## src/rtl/word_serializer_pkg.sv

```systemverilog
// rtl/word_serializer_pkg.sv - shared types and constants for the four-word serializer
package word_serializer_pkg;

  localparam int IDX_W = 2;
  localparam int WORDS = 4;
  localparam logic [IDX_W-1:0] LAST_IDX = IDX_W'(WORDS - 1);

  typedef enum logic {
    IDLE = 1'b0,
    SEND = 1'b1
  } state_t;

endpackage

```

## src/rtl/register.sv

```systemverilog
// rtl/register.sv - N-bit enabled register with asynchronous active-low reset
module register #(
  parameter int N = 5
) (
  input  logic         clk,
  input  logic         rst,
  input  logic         en,
  input  logic [N-1:0] d,
  output logic [N-1:0] q
);

  always_ff @(posedge clk or negedge rst) begin
    if (!rst) begin
      q <= '0;
    end else if (en) begin
      q <= d;
    end
  end

endmodule

```

## src/rtl/word_serializer.sv

```systemverilog
// rtl/word_serializer.sv - captures four N-bit words in one handshake and streams them in index order
module word_serializer
  import word_serializer_pkg::*;
#(
  parameter int N = 5
) (
  input  logic             clk,
  input  logic             rst,
  input  logic             in_valid,
  output logic             in_ready,
  input  logic [N-1:0]     In0,
  input  logic [N-1:0]     In1,
  input  logic [N-1:0]     In2,
  input  logic [N-1:0]     In3,
  output logic             out_valid,
  input  logic             out_ready,
  output logic [N-1:0]     out_data,
  output logic [IDX_W-1:0] out_idx,
  output logic             out_last
);

  state_t           state, state_n;
  logic [IDX_W-1:0] idx, idx_n;
  logic             load;
  logic             beat;
  logic [N-1:0]     in_word [WORDS];
  logic [N-1:0]     hold    [WORDS];

  assign in_word[0] = In0;
  assign in_word[1] = In1;
  assign in_word[2] = In2;
  assign in_word[3] = In3;

  for (genvar i = 0; i < WORDS; i++) begin : g_hold
    register #(.N(N)) u_hold (
      .clk (clk),
      .rst (rst),
      .en  (load),
      .d   (in_word[i]),
      .q   (hold[i])
    );
  end

  always_ff @(posedge clk or negedge rst) begin
    if (!rst) begin
      state <= IDLE;
      idx   <= '0;
    end else begin
      state <= state_n;
      idx   <= idx_n;
    end
  end

  // Accepting a new group on the final beat keeps groups back-to-back with no bubble.
  always_comb begin
    state_n  = state;
    idx_n    = idx;
    in_ready = (state == IDLE) || ((idx == LAST_IDX) && out_ready);
    load     = in_valid && in_ready;
    beat     = (state == SEND) && out_ready;
    if (load) begin
      state_n = SEND;
      idx_n   = '0;
    end else if (beat) begin
      if (idx == LAST_IDX) begin
        state_n = IDLE;
        idx_n   = '0;
      end else begin
        idx_n = idx + 1'b1;
      end
    end
  end

  assign out_valid = (state == SEND);
  assign out_data  = hold[idx];
  assign out_idx   = idx;
  assign out_last  = out_valid && (idx == LAST_IDX);

endmodule

```

## config.mk

```make
export PLATFORM = sky130hd
export DESIGN_NAME = word_serializer
export DESIGN_NICKNAME = d
export VERILOG_FILES = /design/src/rtl/word_serializer_pkg.sv /design/src/rtl/register.sv /design/src/rtl/word_serializer.sv
export SDC_FILE = /design/constraint.sdc
export NUM_CORES = 1
export LEC_CHECK = 0
export ABC_AREA = 1
export CORE_MARGIN = 2
export CORE_UTILIZATION = 31
export CTS_CLUSTER_SIZE = 10
export DETAILED_ROUTE_END_ITERATION = 8
export PLACE_DENSITY = 0.65
export SYNTH_ARGS = -nofsm -noshare
export SYNTH_HDL_FRONTEND = slang
export SYNTH_SLANG_ARGS = --single-unit
```

## constraint.sdc

```tcl
create_clock -name clk -period 2.2 [get_ports clk]
set_input_delay 0.55 -clock clk [delete_from_list [all_inputs] [get_ports clk]]
set_output_delay 0.55 -clock clk [all_outputs]
set_load 0.05 [all_outputs]
```

# Yosys cells after proc, flatten, opt, wreduce, memory -nomap -nowiden
# Cells that the tools add are included.
# op_classes
add_sub_neg,1
n_lt_le_gt_ge,1
reduce_logical,8
bitwise,2
eq_ne,1
n_mux,9
# op_table
operator,n
5-bit binary-select mux with 2-bit select,1
5-bit 2-to-1 mux,2
2-bit 2-to-1 mux,3
1-bit logical AND,4
2-bit nonzero test,2
"3-bit >= comparator, second input constant",1
1-bit 2-to-1 mux,3
2-bit NOT with 3-bit output,1
"2-bit by 1-bit adder with 2-bit output, second input constant",1
"2-bit == test, second input constant",1
2-bit AND reduction,1
1-bit logical OR,1
1-bit NOT,1
# totals
regBits,23
inputBits,24
word_cells,28
out_inout_bits,10

# Longest topological paths before layout
# depth
word_depth,6
depth_mapped,7
mapped_depth_nobuf,6

# By module
# Synthesis repeated with hierarchy kept, for this count alone.
# unflattened
cells_unflattened,144
hier_area_um2,1141.1
# by_module_without_submodules
module,instances,cells_per_inst,seq_area_each_um2,area_per_inst_um2
register,4,21,125.1,185.2
word_serializer,1,60,75.1,400.4

# Worst setup path before layout
# Ideal clock, no wire load.
# synth_path
path_kind,reg2out
start,register idx[0] (netlist: out_idx[0])
end,output port out_data[1]
stages_incl_launch_ff,4
n_path_buf,1
arrival_time_ns,1.398
required_time_ns,1.650
slack_ns,0.252
path_cell_list,dfrtp_1 -> buf_2 -> o211ai_1 -> nand2_1
# synth_via
elab_chain_len,4
# synth_rtl
element,line_no,text
"start, declared",word_serializer.sv:23,"logic [IDX_W-1:0] idx, idx_n;"
"start signal, assigned",word_serializer.sv:50,idx <= idx_n;
2-bit NOT with 3-bit output (not written as such),word_serializer.sv:75,assign out_data = hold[idx];
5-bit binary-select mux with 2-bit select,word_serializer.sv:75,
5-bit 2-to-1 mux (not written as such) (2 in a row),word_serializer.sv:75,
"end, declared",word_serializer.sv:17,"output logic [N-1:0] out_data,"
# No other way between the ends. The select of a mux whose other input is x is not followed.

# Worst setup path in the final report
# layout_path
start,register state (netlist: out_valid)
end,output port out_valid
# layout_rtl
element,line_no,text
"start, declared",word_serializer.sv:22,"state_t state, state_n;"
"start signal, assigned",word_serializer.sv:49,state <= state_n;
"end, declared",word_serializer.sv:15,"output logic out_valid,"
# No word-level cell between the ends.

==> flow_summary.toml <==
[die]
die-area_um2 = 4190
start_util_pct = 31.7
dieHeight_um = 64.7
coreArea_um2 = 3610
io_pins = 34
rows = 22
die_w_um = 64.7

[yosys]
syn_area_um2 = 1140
avgSynthCellArea_um2 = 7.88
yosys.area.top_type = "dfrtp_1"
seq_area_frac_synth_pct = 50.4
ys.flop_type = "dfrtp_1"
synth_cells = 145
async_flop_share_pct = 100
synth_top_cells_by_area = "dfrtp_1, nand2_1, nand3_1"
syn-num-nets = 170
synth.top_cells.by_count = "nand2_1, nand3_1, dfrtp_1, inv_1"
synth-edff-count = 0
postSynthRegisterBits = 23
yosys.cell_types.count = 14
synth_top_area_share_pct = 50.4
synth.most_common_cell = "nand2_1"
yosys_warnings = 0

[setup_path]
regToRegSetupSlack_ns = 0.50
max_stage_delay_ns = 0.83
r2r_end = "out_idx[1]"
end_kind = "output pin"
startpoint = "out_valid"
worst_path_max_delay_cell = "clkdlybuf4s50_1"
critical_path.n_buffers_inverters = 1
crit_path_cell_trace = "clkdlybuf4s50_1"
crit_fanout = 5
reg2reg_depth = 7
critPathKind = "reg -> out"
rr_startpoint = "out_idx[1]"
required_ns = 1.65
start_kind = "flop"
cp.depth = 1
cp.arrival_ns = 1.52
path_delay_family = "buffers and inverters"

[global_routing]
grt_pass1_vias = 1035
grt_max_degree = 24
grt_pass1_wl_um = 4510
grt_overflow = 0
grt_usage_pct = 13.9
antenna_found_initial = 0

[timing]
slew_headroom_pct = 67.4
period_minus_slack_ns = 2.07
final-hold-violation-count = 0
finalMaxSlewViolations = 0
worstMarginPinSlew_ns = 0.487
fin_skew_ns = 0.00211
setup_tns_ns = 0
setup_violations = 0
whs_ns = 0.472
rsz0062_at_grt = "no"
finalCritPeriodShare_pct = 94.0
fmax_mhz = 483

[clocking]
cts_buffers = 3
cts_tree = "yes"
clockRootBuffer = "clkbuf_8"
clk_pin_slew_ns = 0.08
h-tree-depth = 1
clk_path_buf_depth = 2
cts.sinks = 23
clock_latency_ns = 0.27
post_cts_buffers = 0

[pwr]
p_sw_w = 0.00121
internal-power_w = 0.00144
sequentialPowerShare_pct = 29.4
combinationalPowerShare_pct = 60.5
leakage_nw = 0.823
p_per_area_nw_per_um2 = 1630
sw_frac_of_total_pct = 45.6
ir_worst_vdd_mv = 0.865
clkPwrFrac_pct = 10.1

[placed_design]
dpl.cell_count = 221
portBuffers = 33
dpl.hpwl_um = 1830
place_congestion = 0.772
place_area_um2 = 1580

[job]
max-cap-violations = 0

[final_layout]
drive_above_1_share_pct = 11.9
fin_cells = 225
antenna_cells = 0
synthToLayoutAreaGrowth_pct = 42.4
nets = 203
stdcell_area_um2 = 1630

[hold_path]
hp-class = "reg -> reg"
whs_path_depth = 2
hold_end = "g_hold[0].u_hold.q[4]"
hold_start = "g_hold[0].u_hold.q[4]"

[drt]
drtIter0Drc = 53
viasPerCell = 4.50
dr.pass1.iters = 4
drcViolationCount = 0
wl_um = 2460
ant_nets = 0
vias = 1013
wl_per_cell_um = 10.9

[run_status]
status = "finished, final reports clean"
-- stage by stage --
stage	setup WS, ns	utilization (%)	power (W)
floorplan	0.252	-	0.00172
global placement	0.228	43.8	0.00238
detailed placement	0.191	43.8	0.00240
CTS	0.110	45.0	0.00268
global route	0.0698	45.1	0.00283
finish	0.131	45.1	0.00264
-- power groups by stage --
stage	Clock (W)	Combinational, W	Sequential (W)
4_1_cts	0.000280	0.00163	0.000772
2_1_floorplan	0	0.000918	0.000803
3_3_place_gp	0	0.00161	0.000774
6_report	0.000267	0.00160	0.000776
3_5_place_dp	0	0.00162	0.000780
5_1_grt	0.000293	0.00173	0.000807
-- kinds of logic after synthesis --
group | Yosys count | share of synthesized area (%)
flops | 23 | 50.4
compound gates | 15 | 7.67
fa+ha+maj | 1 | 1.10
simple gates | 85 | 31.4
buf+inv | 21 | 9.42
-- repair_timing --
| item | in CTS | in global routing |
|---|---|---|
| hold endpoints to repair | 0 | 0 |
| endpoints found under the setup margin | 0 | 2 |
| hold buffers | 0 | 0 |
| resized for setup | 0 | 2 |
-- layout make-up --
class / count / area [um^2]
multi-input cells: 101 / 459
clock buffers: 3 / 41.3
fillers: 374 / 1980
clock inverters: 1 / 5.00
inverters: 12 / 45.0
repair buffers: 37 / 438
flip-flops and latches: 23 / 578
well taps: 48 / 60.1
-- registers in the layout, indices dropped and copies added, names as in the netlist --
signal	cells
g_hold.u_hold.q	20
out_idx	2
out_valid	1
-- cells in the final DEF, fill, tap and decap left out --
| cell | synthesis | layout |
|---|---|---|
| o21ai_0 | 5 | 5 |
| clkbuf_8 | 0 | 3 |
| nor2_1 | 1 | 1 |
| ha_1 | 1 | 1 |
| nand2_1 | 58 | 58 |
| nand2_4 | 1 | 1 |
| nand2_2 | 1 | 1 |
| clkdlybuf4s50_1 | 0 | 24 |
| o211ai_1 | 5 | 5 |
| a21oi_1 | 5 | 5 |
| dfrtp_1 | 23 | 21 |
| buf_4 | 2 | 5 |
| dfrtp_2 | 0 | 2 |
| inv_1 | 12 | 12 |
| buf_12 | 0 | 8 |
| clkinv_2 | 0 | 1 |
| nand3_1 | 24 | 24 |
-- how the worst max path moves through the flow --
stage and endpoint:
2_1_floorplan out_data[1], 3_3_place_gp out_idx[0], 3_5_place_dp out_idx[1], 4_1_cts in_ready, 5_1_grt out_valid, 6_report out_valid
-- per-layer routing --
layer | track usage (%) | share of wire [%]
met1 | 16.4 | 44
met2 | 24.4 | 51
met3 | 2.26 | 3.3
met4 | 6.65 | 2.1
met5 | 0 | 0
(Power assumes the default switching activity.)
